### src/rtl/multiplier_fpn.sv
`default_nettype none
// +--------------------------------------------------------------------------+
// | Module      : multiplier_fpn                                             |
// | Description : Parametrised IEEE-754 binary floating-point multiplier.    |
// |               Multi-cycle FSM (one operation in flight), round to        |
// |               nearest even, subnormals flushed to zero, exception flags. |
// |               Optional flag logic guarded by MULTIPLIER_FPN_FLAGS_EN;    |
// |               without it `flags` is tied to zero.                        |
// | Ports       : clk    - clock, rising edge                                |
// |               reset  - asynchronous active-low reset                     |
// |               rd     - start request, x/y sampled in IDLE                |
// |               x, y   - operands, W = 1+EXP_W+MAN_W bits                  |
// |               z      - result, held until the next result                |
// |               wr     - one-cycle result-valid pulse                      |
// |               busy   - high in every state except IDLE                   |
// |               flags  - {invalid, overflow, underflow, inexact}           |
// | Revision    : 1.0 - initial release                                      |
// +--------------------------------------------------------------------------+
module multiplier_fpn #(
  parameter int EXP_W = 8,
  parameter int MAN_W = 23
) (
  input  logic                 clk,
  input  logic                 reset,
  input  logic                 rd,
  input  logic [EXP_W+MAN_W:0] x,
  input  logic [EXP_W+MAN_W:0] y,
  output logic [EXP_W+MAN_W:0] z,
  output logic                 wr,
  output logic                 busy,
  output logic [3:0]           flags
);

  localparam int W  = 1 + EXP_W + MAN_W;
  localparam int PW = 2 * MAN_W + 2;
  // Exponent arithmetic carries two extra bits: one for the sum range, one sign.
  localparam int EW = EXP_W + 2;

  localparam logic [EW-1:0] C_BIAS    = EW'((1 << (EXP_W - 1)) - 1);
  localparam logic [EW-1:0] C_EXP_MAX = EW'((1 << EXP_W) - 1);
  localparam logic [W-1:0]  C_QNAN    = {1'b0, {EXP_W{1'b1}}, 1'b1, {(MAN_W-1){1'b0}}};
  localparam logic [W-2:0]  C_INF_MAG = {{EXP_W{1'b1}}, {MAN_W{1'b0}}};

  typedef enum logic [2:0] {
    S_IDLE    = 3'd0,
    S_SPECIAL = 3'd1,
    S_MULT    = 3'd2,
    S_ROUND   = 3'd3,
    S_PUT_Z   = 3'd4
  } state_t;

  state_t r_state;
  state_t w_next_state;

  logic [W-1:0]     r_x;
  logic [W-1:0]     r_y;
  logic [MAN_W:0]   r_mant;
  logic             r_guard;
  logic             r_sticky;
  logic [EW-1:0]    r_exp;
  logic [W-1:0]     r_res;

  // ---------------------------------------------------------------- decode
  logic             w_sx, w_sy, w_sign;
  logic [EXP_W-1:0] w_ex, w_ey;
  logic [MAN_W-1:0] w_fx, w_fy;
  logic             w_x_nan, w_y_nan, w_x_inf, w_y_inf;
  logic             w_x_exp0, w_y_exp0, w_x_zero, w_y_zero;
  logic             w_any_nan, w_inf_zero, w_special;

  assign {w_sx, w_ex, w_fx} = r_x;
  assign {w_sy, w_ey, w_fy} = r_y;
  assign w_sign     = w_sx ^ w_sy;
  assign w_x_nan    = (&w_ex) & (|w_fx);
  assign w_y_nan    = (&w_ey) & (|w_fy);
  assign w_x_inf    = (&w_ex) & ~(|w_fx);
  assign w_y_inf    = (&w_ey) & ~(|w_fy);
  assign w_x_exp0   = ~(|w_ex);
  assign w_y_exp0   = ~(|w_ey);
  assign w_x_zero   = w_x_exp0 & ~(|w_fx);
  assign w_y_zero   = w_y_exp0 & ~(|w_fy);
  assign w_any_nan  = w_x_nan | w_y_nan;
  assign w_inf_zero = (w_x_inf & w_y_zero) | (w_y_inf & w_x_zero);
  // Anything with an all-ones or all-zeros exponent resolves without MULT.
  assign w_special  = w_x_nan | w_y_nan | w_x_inf | w_y_inf | w_x_exp0 | w_y_exp0;

  logic [W-1:0] w_spec_res;

  always_comb begin
    w_spec_res = {w_sign, {(W-1){1'b0}}};
    if (w_any_nan || w_inf_zero) begin
      w_spec_res = C_QNAN;
    end else if (w_x_inf || w_y_inf) begin
      w_spec_res = {w_sign, C_INF_MAG};
    end
  end

  // ---------------------------------------------------------------- multiply
  logic [PW-1:0] w_prod;
  logic [PW-1:0] w_norm;
  logic [EW-1:0] w_exp_sum;

  assign w_prod    = PW'({1'b1, w_fx}) * PW'({1'b1, w_fy});
  // Product lies in [1,4): normalise so the leading one sits at the MSB.
  assign w_norm    = w_prod[PW-1] ? w_prod : {w_prod[PW-2:0], 1'b0};
  // Two's complement wrap in EW bits yields the signed biased exponent.
  assign w_exp_sum = EW'(w_ex) + EW'(w_ey) - C_BIAS + EW'(w_prod[PW-1]);

  // ---------------------------------------------------------------- round
  logic             w_inc, w_carry, w_ovf, w_unf;
  logic [MAN_W+1:0] w_mant_rnd;
  logic [MAN_W-1:0] w_frac;
  logic [EW-1:0]    w_exp_rnd;
  logic [W-1:0]     w_round_res;

  assign w_inc      = r_guard & (r_sticky | r_mant[0]);
  assign w_mant_rnd = {1'b0, r_mant} + {{(MAN_W+1){1'b0}}, w_inc};
  // Carry out only happens from an all-ones significand, leaving fraction 0.
  assign w_carry    = w_mant_rnd[MAN_W+1];
  assign w_frac     = w_carry ? w_mant_rnd[MAN_W:1] : w_mant_rnd[MAN_W-1:0];
  assign w_exp_rnd  = r_exp + {{(EW-1){1'b0}}, w_carry};
  assign w_ovf      = ~w_exp_rnd[EW-1] & (w_exp_rnd >= C_EXP_MAX);
  assign w_unf      = w_exp_rnd[EW-1] | (w_exp_rnd == '0);

  always_comb begin
    w_round_res = {w_sign, w_exp_rnd[EXP_W-1:0], w_frac};
    if (w_ovf) begin
      w_round_res = {w_sign, C_INF_MAG};
    end else if (w_unf) begin
      w_round_res = {w_sign, {(W-1){1'b0}}};
    end
  end

  // ---------------------------------------------------------------- FSM
  always_ff @(posedge clk or negedge reset) begin
    if (!reset) begin
      r_state <= S_IDLE;
    end else begin
      r_state <= w_next_state;
    end
  end

  always_comb begin
    w_next_state = r_state;
    case (r_state)
      S_IDLE:    if (rd) w_next_state = S_SPECIAL;
      S_SPECIAL: w_next_state = w_special ? S_PUT_Z : S_MULT;
      S_MULT:    w_next_state = S_ROUND;
      S_ROUND:   w_next_state = S_PUT_Z;
      S_PUT_Z:   w_next_state = S_IDLE;
      default:   w_next_state = S_IDLE;
    endcase
  end

  assign busy = (r_state != S_IDLE);

  // ---------------------------------------------------------------- datapath
  always_ff @(posedge clk or negedge reset) begin
    if (!reset) begin
      r_x      <= '0;
      r_y      <= '0;
      r_mant   <= '0;
      r_guard  <= 1'b0;
      r_sticky <= 1'b0;
      r_exp    <= '0;
      r_res    <= '0;
      z        <= '0;
      wr       <= 1'b0;
    end else begin
      wr <= 1'b0;
      case (r_state)
        S_IDLE: begin
          if (rd) begin
            r_x <= x;
            r_y <= y;
          end
        end
        S_SPECIAL: r_res <= w_spec_res;
        S_MULT: begin
          r_mant   <= w_norm[PW-1:MAN_W+1];
          r_guard  <= w_norm[MAN_W];
          r_sticky <= |w_norm[MAN_W-1:0];
          r_exp    <= w_exp_sum;
        end
        S_ROUND: r_res <= w_round_res;
        S_PUT_Z: begin
          z  <= r_res;
          wr <= 1'b1;
        end
        default: ;
      endcase
    end
  end

  // ---------------------------------------------------------------- flags
`ifdef MULTIPLIER_FPN_FLAGS_EN
  logic       w_spec_inv;
  logic [3:0] r_res_flags;
  logic [3:0] r_flags;

  // Only a signalling NaN (fraction MSB clear) or inf x zero is invalid.
  assign w_spec_inv = w_any_nan ? ((w_x_nan & ~w_fx[MAN_W-1]) | (w_y_nan & ~w_fy[MAN_W-1]))
                                : w_inf_zero;

  always_ff @(posedge clk or negedge reset) begin
    if (!reset) begin
      r_res_flags <= 4'b0;
      r_flags     <= 4'b0;
    end else begin
      case (r_state)
        S_SPECIAL: r_res_flags <= {w_spec_inv, 3'b000};
        S_ROUND:   r_res_flags <= {1'b0, w_ovf, w_unf & ~w_ovf,
                                   r_guard | r_sticky | w_ovf | w_unf};
        S_PUT_Z:   r_flags     <= r_res_flags;
        default:   ;
      endcase
    end
  end

  assign flags = r_flags;
`else
  assign flags = 4'b0;
`endif

endmodule

`default_nettype wire

### config.mk
export PLATFORM = sky130hd
export DESIGN_NAME = multiplier_fpn
export DESIGN_NICKNAME = d
export VERILOG_FILES = /design/src/rtl/multiplier_fpn.sv
export SDC_FILE = /design/constraint.sdc
export NUM_CORES = 2
export LEC_CHECK = 0
export ABC_AREA = 1
export CAP_MARGIN = 5
export CORE_ASPECT_RATIO = 1.25
export CORE_MARGIN = 5
export CORE_UTILIZATION = 50
export CTS_CLUSTER_DIAMETER = 150
export DETAILED_ROUTE_END_ITERATION = 6
export GPL_ROUTABILITY_DRIVEN = 0
export PLACE_DENSITY = 0.7
export SYNTH_ARGS = -nofsm -noshare
export SYNTH_HDL_FRONTEND = slang
export SYNTH_SLANG_ARGS = --single-unit
### constraint.sdc
create_clock -name clk -period 7.9 [get_ports clk]
set_input_delay 1.975 -clock clk [delete_from_list [all_inputs] [get_ports clk]]
set_output_delay 1.975 -clock clk [all_outputs]
set_load 0.02 [all_outputs]
* Yosys cells after proc, flatten, opt, wreduce, memory -nomap -nowiden
Index checks and enable logic that the tools add are counted. W data, S select, Z words.
Cells by class: $add $sub $neg 5, $mul 1, magnitude comparators 1, equality and inequality tests 5, multiplexer cells 11, bitwise operators 24, reduce and logical (&&, ||, !) cells 14
Operators with widths (number):
- $mux W31 | 3
- $reduce_or A23 Y1 | 3
- $pmux W32 S2 | 1
- $mul A24 B24 Y48 | 1
- $mux W48 | 1
- $mux W32 | 1
- $add A24 B1 Y25 | 1
- $mux W23 | 1
- $add A10 B1 Y10 | 2
- $reduce_and A8 Y1 | 2
- $reduce_or A8 Y1 | 2
- $pmux W3 S4 | 1
- $and A1 B1 Y1 | 10
- $ge A10 B8 Y1 const B | 1
- $logic_not A10 Y1 | 1
- $sub A9 B7 Y10 const B | 1
- $add A8 B8 Y9 | 1
- $or A1 B1 Y1 | 8
- $eq A3 B2 Y1 const B | 2
- $mux W3 | 2
- $not A1 Y1 | 5
- $eq A3 B1 Y1 const B | 1
- $eq A3 B3 Y1 const B | 1
- $logic_not A3 Y1 | 1
- other kinds (7) | 8
Storage, ports and cells: register bits 168, output and inout bits 38, word-level logic and storage cells 71

* Logic depth before layout (Yosys ltp)
depth after elaboration 9, depth in mapped cells 46, depth with buffers taken out 44

* Worst setup path after synthesis
No wires, ideal clock.
kind flip-flop to flip-flop, start point register r_x[15], end point register r_exp[8], arrival 7623 ps, setup slack 144 ps, stages on the path, launching flop included 46, buffers on the path 2, cells stage by stage dfrtp_1 -> clkbuf_1 -> clkbuf_1 -> nand2_1 -> inv_1 -> fa_1 -> fa_1 -> inv_1 -> fa_1 -> inv_1 -> fa_1 -> inv_1 -> fa_1 -> inv_1 -> fa_1 -> inv_1 -> fa_1 -> inv_1 -> [10 not listed] -> nand2_4 -> nor2_1 -> inv_1 -> nand2_1 -> ha_1 -> inv_1 -> fa_1 -> nand3b_1 -> nand2_1 -> nand2_1 -> nand2_1 -> a21oi_1 -> nor2_1 -> o21ai_0 -> nand2_1 -> nand2_1 -> nand3_1 -> o21ai_0
On the way: word-level cells in the longest chain between the ends 2
Ends and longest elaborated chain:
- start: declaration | line 55 | logic [W-1:0] r_x;
- start signal: assignment | line 160 | r_x <= '0;
- start signal: assignment | line 174 | r_x <= x;
- $mul A24 B24 Y48 | line 103 | assign w_prod = PW'({1'b1, w_fx}) * PW'({1'b1, w_fy});
- $add A10 B1 Y10 | line 107 | assign w_exp_sum = EW'(w_ex) + EW'(w_ey) - C_BIAS + EW'(w_prod[PW-1]);
- end signal: assignment | line 183 | r_exp <= w_exp_sum;
- end: declaration | line 60 | logic [EW-1:0] r_exp;
Every way passes these cells. A chain may end at the register's enable or synchronous reset.

* Final worst setup path
start point register r_y[9], end point register r_exp[8]
On the way: word-level cells in the longest chain between the ends 2
Ends and longest elaborated chain:
- start: declaration | line 56 | logic [W-1:0] r_y;
- start signal: assignment | line 175 | r_y <= y;
- $mul A24 B24 Y48 | line 103
- $add A10 B1 Y10 | line 107
Every way passes these cells.

==> impl_metrics.tcl <==
set metrics [dict create \
    status "finished, final reports clean" \
    cts_buffer_depth 2 \
    final_common_cell "nand2_1" \
    relSlewSlack 0.328 \
    fin_util 0.577 \
    synth_seq_cells 168 \
    grt-ovfl-total 0 \
    worstPathRequired_ns 8.23 \
    rsz0062_at_grt "yes" \
    numCtsBuffers 17 \
    hold_buffers 0 \
    end_kind "flop" \
    synth_largest_area_cell "fa_1" \
    crit_arrival_ns 8.11 \
    clk_latency_ns 0.47 \
    routed_wl_mm 77.6 \
    cp_slowest_cell "fa_1" \
    wl_per_cell_um 16.7 \
    path_common_cell "nand2_2" \
    numClockSinks 168 \
    worstReg2RegStart "r_y[9]" \
    vias 23700 \
    startpoint_type "flop" \
    fill_cells 5131 \
    die_height_um 277 \
    synth.area.mux_share 0.0166 \
    worstMarginPinSlew_ns 1.01 \
    clk_pin_slew_ns 0.08 \
    synth_top_family_by_area "adder cells" \
    start_util 0.506 \
    slew_viol_final 0 \
    reg2reg_setup_slack_ns 0.13 \
    critPathKind "reg2reg" \
    fmax_mhz 129 \
    firstDrtPassIters 7 \
    hpwl_mm 64.1 \
    synth-main-ff-cell "dfrtp_1" \
    cts_tree "built" \
    synthSimpleGateAreaFrac 0.212 \
    synth_area_leaders "fa_1, dfrtp_1, nand2_1" \
    grtUsageTotal 0.254 \
    syn_area_um2 28500 \
    grt_pass1_vias 25100 \
    first_iter_violations 1539 \
    synth_top_area_frac 0.339 \
    worst-r2r-cell-count 41 \
    pin_count 105 \
    std_cell_rows 97 \
    fin_crit_ns 7.77 \
    antenna_cells 0 \
    grt_antenna_before_repair 0 \
    clockRootBuffer "clkbuf_16" \
    yosysSeqAreaShare 0.148 \
    final_cell_mix "nand2_1, inv_1, fa_1" \
    min_path_type "reg2reg" \
    grt_pass1_wl_mm 127 \
    cap_violations 0 \
    synth_adder_area_share 0.424 \
    coreArea_um2 56300 \
    yosys_warnings 0 \
    grt_max_degree 87 \
    finalClockSkew_ns 0.0233 \
    min_path_cells 2 \
    cp_max_fo 5 \
    viasPerCell 5.11 \
    hold_start "z[27]" \
    die_area_um2 61900 \
    r2r_end "r_exp[8]" \
    portBuffers 100 \
    nNetsFinal 4630 \
    ys_async_sr_fraction 1.00 \
    finalCritPeriodShare 0.984 \
    synth-compound-area-share 0.0361 \
    htreeDepth 4 \
    finalSetupViolCount 0 \
    synthXorXnorAreaFrac 0.0110 \
    synth_area_per_cell_um2 7.67 \
    synthCells 3716 \
    worstHoldEndpoint "z[27]" \
    syn2layout_area_growth_pct 14.0 \
    drc 0 \
    floorplan.die.width_um 224 \
    synth-edff-count 0 \
    slowest_delay_ns 0.60 \
    hold_viol 0 \
    yosysUniqueCellTypes 48 \
    ant_nets 0 \
    drive_gt1_frac 0.102 \
]
==> registers in the layout, summed over array words and instances, names as in the netlist <==
register and cells:
r_y 32, r_res 32, r_exp 10, wr 1
r_state 3, r_sticky 1, r_x 32, z 32
r_mant 24, r_guard 1
==> cell usage after synthesis, drive strengths merged (3+ instances only) <==
master     n
buf       22
o21bai     5
nor3      18
nand4     39
xnor2     12
nand3    162
a31oi      3
a21oi     89
nand2   1032
mux2      42
xor2      23
inv      984
nand3b     9
ha       192
a21o       4
o22ai      6
dfrtp    168
fa       483
or2        6
o21ai     88
clkbuf   136
nor4      11
nor2     178
==> final cells by class <==
type / count / area [um2] / share of cell area
Sequential cell: 168 / 4230 / 0.130
Inverter: 985 / 3700 / 0.114
Tap cell: 742 / 928 / 0.0286
Clock buffer: 18 / 439 / 0.0135
Timing Repair Buffer: 308 / 2860 / 0.0880
Multi-Input combinational cell: 2408 / 20100 / 0.620
Clock inverter: 14 / 174 / 0.00535
==> what timing repair did <==
action                     in CTS  in global routing
setup endpoints to repair       2                  5
cloned                          0                  1
setup buffers                   2                 31
resized for setup              16                 74
pin swaps                       2                 39
==> cells by family after synthesis <==
family	count (synthesis)
AOI/OAI and AO/OA	196
xor gates and xnor gates	35
adders and majority gates	675
buffers and inverters	1143
DFF	168
muxes	42
other	1
and+or+nand+nor	1456
==> critical path: cells and delay by family (launching register included) <==
| kind | cells | cell delay, ns |
|---|---|---|
| compound gates | 5 | 0.48 |
| fa+ha+maj | 10 | 4.49 |
| buf+inv | 8 | 0.62 |
| flops | 1 | 0.48 |
| simple gates | 18 | 1.58 |
==> metal layers <==
| metal | share of wire | routed length (um) | GRT usage | vias up |
|---|---|---|---|---|
| met2 | 0.52 | 40300 | 0.461 | 718 |
| met3 | 0.050 | 3860 | 0.0291 | 184 |
| met1 | 0.39 | 30400 | 0.315 | 11700 |
| li1 | - | - | - | 11100 |
| met4 | 0.039 | 3050 | 0.0852 | 0 |
| met5 | 0 | 0 | 0 | - |
==> stage by stage <==
step / hold WS, ns / TNS, ns / worst slack [ns] / area [um2] / std cells
finish: 0.480 / 0 / 0.126 / 32500 / 4643
CTS: 0.483 / 0 / 0.00267 / 32000 / 4611
detailed placement: 0.464 / -0.128 / -0.108 / 31300 / 4577
global route: 0.508 / -0.664 / -0.237 / 32500 / 4643
floorplan: 0.442 / 0 / 0.144 / 28500 / 3719
global placement: 0.464 / 0 / 0.0153 / 31300 / 4577
==> worst max-delay path by stage <==
stage            start       end  slack [ns]  cells after the start
2_1_floorplan  r_x[15]  r_exp[8]        0.14                     45
3_3_place_gp   r_x[19]  r_exp[8]        0.02                     40
3_5_place_dp   r_x[19]  r_exp[8]       -0.11                     42
4_1_cts        r_x[12]  r_exp[8]       0.003                     40
5_1_grt         r_y[9]  r_exp[8]       -0.24                     45
6_report        r_y[9]  r_exp[8]        0.13                     41
Power is not shown: default switching activity piles up to over one toggle a cycle in this logic, so the estimate is an artifact.
